===== config.mk =====
export PLATFORM = sky130hd
export DESIGN_NAME = tick_arbiter
export DESIGN_NICKNAME = d
export VERILOG_FILES = /design/src/rtl/tick_arbiter.sv
export SDC_FILE = /design/constraint.sdc
export NUM_CORES = 1
export LEC_CHECK = 0
export ABC_CLOCK_PERIOD_IN_PS = 2050
export CORE_AREA = 4 4 90 100
export DETAILED_ROUTE_END_ITERATION = 7
export DIE_AREA = 0 0 94 104
export SETUP_SLACK_MARGIN = 0.5
export SLEW_MARGIN = 10
export SYNTH_ARGS = -nofsm -noshare
export SYNTH_HDL_FRONTEND = slang
export SYNTH_SLANG_ARGS = --single-unit

===== constraint.sdc =====
create_clock -name clk -period 2.05 [get_ports clk]
set_input_delay 0.3075 -clock clk [delete_from_list [all_inputs] [get_ports clk]]
set_output_delay 0.3075 -clock clk [all_outputs]
set_load 0.005 [all_outputs]

===== src/rtl/tick_arbiter.sv =====
// Round-robin owner of a shared tick counter: grant, count 0..target, pulse done, release.
// A withdrawn request aborts the run; the pointer always advances past the last owner.
module tick_arbiter #(
  parameter int N_REQ = 4,
  parameter int CNT_W = 8
) (
  input  logic                   clk,
  input  logic                   rst,
  input  logic [N_REQ-1:0]       req_i,
  input  logic [N_REQ*CNT_W-1:0] ticks_i,
  output logic [N_REQ-1:0]       grant_o,
  output logic                   busy_o,
  output logic [CNT_W-1:0]       count_o,
  output logic [N_REQ-1:0]       done_o,
  output logic                   abort_o
);
  localparam int PW = $clog2(N_REQ);

  typedef enum logic [1:0] {IDLE, RUN, DONE} state_t;

  state_t                        state, state_nx;
  logic [PW-1:0]                 rr_ptr, rr_nx, owner, owner_nx, sel, idx;
  logic                          sel_vld;
  logic [CNT_W-1:0]              target, target_nx, count_nx;
  logic [N_REQ-1:0]              grant_nx, done_nx;
  logic                          abort_nx;
  logic [N_REQ-1:0][CNT_W-1:0]   ticks_a;

  assign ticks_a = ticks_i;

  function automatic logic [PW-1:0] inc_ptr(input logic [PW-1:0] p);
    return (p == PW'(N_REQ-1)) ? '0 : p + 1'b1;
  endfunction

  // Walk downward so the candidate closest to rr_ptr is written last and wins.
  always_comb begin
    sel     = '0;
    sel_vld = 1'b0;
    idx     = '0;
    for (int k = N_REQ-1; k >= 0; k--) begin
      idx = PW'((int'(rr_ptr) + k) % N_REQ);
      if (req_i[idx]) begin
        sel_vld = 1'b1;
        sel     = idx;
      end
    end
  end

  always_comb begin
    state_nx  = state;
    rr_nx     = rr_ptr;
    owner_nx  = owner;
    target_nx = target;
    count_nx  = count_o;
    grant_nx  = grant_o;
    done_nx   = '0;
    abort_nx  = 1'b0;
    case (state)
      IDLE: begin
        if (sel_vld) begin
          grant_nx      = '0;
          grant_nx[sel] = 1'b1;
          owner_nx      = sel;
          target_nx     = ticks_a[sel];
          count_nx      = '0;
          state_nx      = RUN;
        end
      end
      RUN: begin
        // Withdrawal outranks completion on the same edge.
        if (!req_i[owner]) begin
          state_nx = IDLE;
          grant_nx = '0;
          count_nx = '0;
          abort_nx = 1'b1;
          rr_nx    = inc_ptr(owner);
        end else if (count_o == target) begin
          state_nx       = DONE;
          done_nx[owner] = 1'b1;
          count_nx       = '0;
        end else begin
          count_nx = count_o + 1'b1;
        end
      end
      DONE: begin
        state_nx = IDLE;
        grant_nx = '0;
        rr_nx    = inc_ptr(owner);
      end
      default: begin
        state_nx = IDLE;
        grant_nx = '0;
        count_nx = '0;
      end
    endcase
  end

  always_ff @(posedge clk) begin
    if (rst) begin
      state   <= IDLE;
      rr_ptr  <= '0;
      owner   <= '0;
      target  <= '0;
      count_o <= '0;
      grant_o <= '0;
      busy_o  <= 1'b0;
      done_o  <= '0;
      abort_o <= 1'b0;
    end else begin
      state   <= state_nx;
      rr_ptr  <= rr_nx;
      owner   <= owner_nx;
      target  <= target_nx;
      count_o <= count_nx;
      grant_o <= grant_nx;
      busy_o  <= |grant_nx;
      done_o  <= done_nx;
      abort_o <= abort_nx;
    end
  end
endmodule

==> results.json, run 1 <==
{
  "synth_ff_type": "dfxtp_1",
  "hold_path.class": "reg -> reg",
  "status": "completed",
  "critPathCaptureType": "flip-flop",
  "fin_worst_skew_ps": 3.35,
  "relSlewSlack_pct": 77.0,
  "grt_usage_pct": 10.4,
  "cts_tree": "yes",
  "cts.sinks": 32,
  "totalWireLength_mm": 4.98,
  "dieArea_um2": 9780,
  "final_common_cell": "clkdlybuf4s50_1",
  "ys_ff_latch": 32,
  "dr_total_vias": 1657,
  "period_needed_ps": 1580,
  "post-dp-hpwl_mm": 3.29,
  "fin_nets": 312,
  "required_ps": 2210,
  "first_pass_iters": 4,
  "path_cells": "inv_1, a22o_1, a221oi_4, nand2b_4, buf_12, o221ai_2",
  "cp-start-kind": "flip-flop",
  "grt_pass1_vias": 1700,
  "maxSlewViolCount": 0,
  "cellLeakagePower_nw": 1.07,
  "cp_slowest_stage_delay_ps": 360,
  "ctsHoldBuffers": 0,
  "multi_input_area_um2": 1220,
  "worstMarginPinSlew_ps": 345,
  "ctsRootBufferMaster": "clkbuf_8",
  "antenna_found_initial": 0,
  "hold_viol": 0,
  "drc": 0,
  "grt_use_met1_pct": 14.0,
  "synth_nets": 234,
  "yosysSeqAreaShare_pct": 35.4,
  "finish.utilization_pct": 37.3,
  "cp.arrival_ps": 1740,
  "synthTopCellsByArea": "dfxtp_1, mux2i_1, o221ai_2",
  "gr-usage-met2_pct": 16.2,
  "synthToLayoutAreaGrowth_pct": 63.0,
  "insertion_delay_ps": 280,
  "antenna-diode-count": 0,
  "globalRoute.busiestLayer": "met2",
  "fillers": 833,
  "crit_buf_inv": 2,
  "p_per_area_nw_per_um2": 603,
  "worstSetupPathType": "reg -> reg",
  "synthCells": 191,
  "drtAntennaViolNets": 0,
  "htreeDepth": 2,
  "cp_slowest_cell": "a221oi_4",
  "met3_usage_pct": 2.82,
  "yosysTopAreaCell": "dfxtp_1",
  "cpLargestDelayFamily": "compound AO/OA/AOI/OAI gates",
  "syn_area_um2": 1810,
  "core_area_um2": 7910,
  "die-height_um": 104,
  "cts.reportedPaths.clkPinSlew_ps": 70,
  "post_drt_wl_per_cell_um": 13.2,
  "crit_fanout": 10,
  "fin_crit_sh_pct": 76.9,
  "cts_buffers": 5,
  "rsz0062_at_grt": "true",
  "io_buffers": 55,
  "drt_iter0_drc": 32,
  "synth_edf_count": 0,
  "gp_congestion": 0.762,
  "grt_pass1_wl_mm": 8.22,
  "regArea_um2": 671,
  "grt-ovfl-total": 0,
  "setup_viol": 0,
  "cap_violations": 0,
  "ys_types": 43,
  "async_flop_share_pct": 0,
  "die_w_um": 94,
  "syn_avg_cell_area_um2": 9.47,
  "yosys_warnings": 0,
  "p_total_mw": 1.78,
  "fmax_mhz": 635,
  "clk_path_buf_depth": 2,
  "io_pins": 56,
  "vias_per_cell": 4.40,
  "start_util_pct": 22.8,
  "final_cell_mix": "clkdlybuf4s50_1, nand2_1, dfxtp_1",
  "synth_top_area_share_pct": 35.4,
  "max-vdd-ir-drop_mv": 0.225,
  "rows": 34,
  "grt_max_degree": 15,
  "layout-drive-gt1-share_pct": 33.5
}
[flip-flops by register name, summed over array words and instances (netlist names)]
signal,flops
abort_o,1
rr_ptr,2
target,8
grant_o,4
owner,2
count_o,8
state,2
done_o,4
busy_o,1
[kinds of logic after synthesis]
logic type / after synthesis / share of synthesized area (%)
adder cells (fa/ha/maj): 5 / 3.46
XOR/XNOR: 8 / 3.88
AND/OR/NAND/NOR: 72 / 21.4
multiplexers: 23 / 13.4
buffers and inverters: 17 / 5.40
flip-flops: 32 / 35.4
AO/OA/AOI/OAI: 34 / 17.0
[report_power, final]
group / switching [mW] / total, mW / internal [mW] / leakage [nW]
combinational: 0.252 / 0.599 / 0.347 / 0.763
sequential: 0.0500 / 0.719 / 0.670 / 0.269
clock: 0.228 / 0.459 / 0.230 / 0.0410
[worst register-to-register path, delay by kind of cell (launching register included)]
family | cells | cell delay (ps)
AND/OR/NAND/NOR | 1 | 210
buffers and inverters | 2 | 200
AO/OA/AOI/OAI | 3 | 710
flip-flops | 1 | 340
[synth_stat cells, types with 5 or more instances]
library cell   n
a21oi_1        6
a31oi_1        5
dfxtp_1       32
ha_1           5
inv_1          8
mux2i_1       22
nand2_1       27
nor2_1        13
o221ai_2       8
xnor2_1        8
[layer usage]
layer	vias to the layer above	wire length [µm]
met5	-	0
met4	0	44
met3	7	269
met2	45	2320
met1	768	2340
li1	837	-
[final timing paths]
check,slack [ps],startpoint,cells past startpoint,end
max,470,rr_ptr[0],6,target[5]
min reg2reg,460,grant_o[0],2,grant_o[0]
max reg2reg,470,rr_ptr[0],6,target[5]
min,460,grant_o[0],2,grant_o[0]
[repair_timing]
action	CTS	global route
setup buffers	7	2
pin swaps	8	9
gates cloned	2	1
endpoints found under the setup margin	38	28
gates resized for setup	50	20
[cell type report]
type | count | share of cell area [%]
Multi-Input combinational cell | 143 | 41.5
Timing Repair Buffer | 79 | 27.5
Sequential cell | 32 | 22.8
Tap cell | 108 | 4.58
Clock buffer | 6 | 2.46
Inverter | 8 | 1.02
Clock inverter | 1 | 0.170
[per-stage QoR]
step / cells / setup TNS [ps] / hold WS [ps] / setup WS [ps] / cell area, µm²
after floorplan: 191 / 0 / 450 / 519 / 1810
after global placement: 358 / -442 / 450 / -47.4 / 2550
after detailed placement: 358 / -443 / 460 / -48.6 / 2550
after CTS: 374 / 0 / 469 / 480 / 2880
after global routing: 377 / 0 / 486 / 359 / 2950
final: 377 / 0 / 461 / 474 / 2950
No activity file was read; power rests on OpenSTA's default activity.
==> run 2: changes to the inputs <==
- ABC_CLOCK_PERIOD_IN_PS: 2050 -> 1500
- clock period: 2.05 -> 1.5 ns (I/O delays scaled with it)
==> results.json, run 2 (synthesis results as in run 1) <==
{
  "path_cells": "mux4_2, mux2i_1, nor3_1, buf_4, nand2_1, o21ai_1",
  "maxSlewViolCount": 0,
  "post-dp-hpwl_mm": 3.55,
  "worst_slack_ps": -95.1,
  "fin_crit_sh_pct": 106,
  "violations": "negative setup slack",
  "die-height_um": 104,
  "gp_congestion": 0.778,
  "antenna-diode-count": 0,
  "final_common_cell": "buf_4",
  "crit_fanout": 6,
  "critPathCaptureType": "flip-flop",
  "period_needed_ps": 1600,
  "rows": 34,
  "worstMarginPinSlew_ps": 277,
  "cp.arrival_ps": 1760,
  "worstSetupEndpoint": "grant_o[3]",
  "relSlewSlack_pct": 81.5,
  "insertion_delay_ps": 280,
  "grt_max_degree": 15,
  "worstSetupPathType": "reg -> reg",
  "grt_usage_pct": 11.1,
  "cp_slowest_stage_delay_ps": 580,
  "cap_violations": 0,
  "reg_top3": "count_o: 8 flops, target: 8 flops",
  "htreeDepth": 2,
  "totalWireLength_mm": 5.49,
  "cts.reportedPaths.clkPinSlew_ps": 60,
  "cellLeakagePower_nw": 1.29,
  "cp.depth": 6,
  "grt_pass1_vias": 1911,
  "final_cell_mix": "buf_4, clkdlybuf4s50_1, buf_6",
  "drtAntennaViolNets": 0,
  "status": "complete, but fails checks",
  "dr_total_vias": 1837,
  "die_w_um": 94,
  "drc": 0,
  "finish.utilization_pct": 41.5,
  "cts_tree": "yes",
  "crit_buf_inv": 1,
  "antenna_found_initial": 0,
  "required_ps": 1670,
  "post_drt_wl_per_cell_um": 13.3,
  "reg2reg_from": "owner[0]",
  "fmax_mhz": 627,
  "fin_nets": 347,
  "dieArea_um2": 9780,
  "cp_slowest_cell": "mux4_2",
  "hold_path.class": "reg -> reg",
  "fin_worst_skew_ps": 3.77,
  "drt_iter0_drc": 54,
  "first_pass_iters": 4,
  "reg2regPathDepth": 6,
  "cts_buffers": 5,
  "ctsRootBufferMaster": "clkbuf_8",
  "hold_viol": 0,
  "cts.sinks": 32,
  "clk_path_buf_depth": 2,
  "whs_ps": 470,
  "synthToLayoutAreaGrowth_pct": 81.7,
  "cp-start-kind": "flip-flop",
  "grt-ovfl-total": 0,
  "setup_viol": 16,
  "grt_pass1_wl_mm": 8.71,
  "io_buffers": 55,
  "p_per_area_nw_per_um2": 785,
  "r2r_slack_ps": -100,
  "reg2reg_to": "grant_o[3]",
  "fillers": 781,
  "max-vdd-ir-drop_mv": 0.380,
  "layout-drive-gt1-share_pct": 50.5,
  "io_pins": 56,
  "start_util_pct": 22.8,
  "vias_per_cell": 4.45,
  "cpLargestDelayFamily": "multiplexers",
  "core_area_um2": 7910,
  "rsz0062_at_grt": "true",
  "startpoint": "owner[0]"
}
run 2: cell types whose count changed in the layout (fill, tap and decap cells not counted), moves of 7 or more:
cell             delta
buf_6              +24
buf_4              +21
clkdlybuf4s50_1    -16
buf_2               +7
run 2: power by group:
group | total [mW] | internal (mW) | switching (mW)
clock network | 0.672 | 0.374 | 0.298
registers | 0.973 | 0.919 | 0.0538
logic | 0.935 | 0.534 | 0.401
run 2: worst min-delay path by stage:
stage	startpoint	endpoint	slack, ps	depth (start not counted)
3_3_place_gp	grant_o[2]	grant_o[2]	450	2
4_1_cts	grant_o[1]	grant_o[1]	470	2
5_1_grt	grant_o[1]	grant_o[1]	510	2
2_1_floorplan	ticks_i[14]	target[6]	420	2
6_report	grant_o[1]	grant_o[1]	470	2
3_5_place_dp	grant_o[2]	grant_o[2]	470	2
run 2: layout make-up:
cell class / count / area, µm² / area share (%)
Clock buffer: 8 / 90.1 / 2.74
Multi-Input combinational cell: 144 / 1260 / 38.4
Tap cell: 108 / 135 / 4.11
Sequential cell: 32 / 673 / 20.5
Timing Repair Buffer: 113 / 1090 / 33.3
Inverter: 8 / 30.0 / 0.914
run 2: layer usage:
metal  up-vias  share of wire, %  routed length (µm)  GRT usage (%)
met3         8               5.8                 321           3.55
met4         0               1.3                  74           3.72
li1        913                 -                   -              -
met2        60                50                2760           17.9
met1       856                42                2330           13.9
met5         -                 0                   0              0
run 2: worst register-to-register path, cell delays in order, from the launching register on:
cell and delay, ps:
dfxtp_4 350, mux4_2 580, mux2i_1 190, nor3_1 80, buf_4 150, nand2_1 70
o21ai_1 60
run 2: stage by stage:
step	cells	total power, mW	worst slack (ps)	setup TNS, ps	instance area, µm²
floorplan	191	1.40	-2.45	-2.66	1820
global placement	379	1.67	-483	-13920	2730
detailed placement	379	1.68	-501	-14280	2730
CTS	405	2.49	-30.7	-123	3130
global route	413	2.74	-149	-2340	3280
finish	413	2.58	-95.1	-708	3280
run 2: repair_timing:
item | in CTS | in global routing
pin swaps | 14 | 9
setup endpoints to repair | 50 | 42
hold buffers | 0 | 0
endpoints found under the hold margin | 0 | 0
resized for setup | 147 | 17
gates cloned | 4 | 1
buffers inserted | 14 | 7
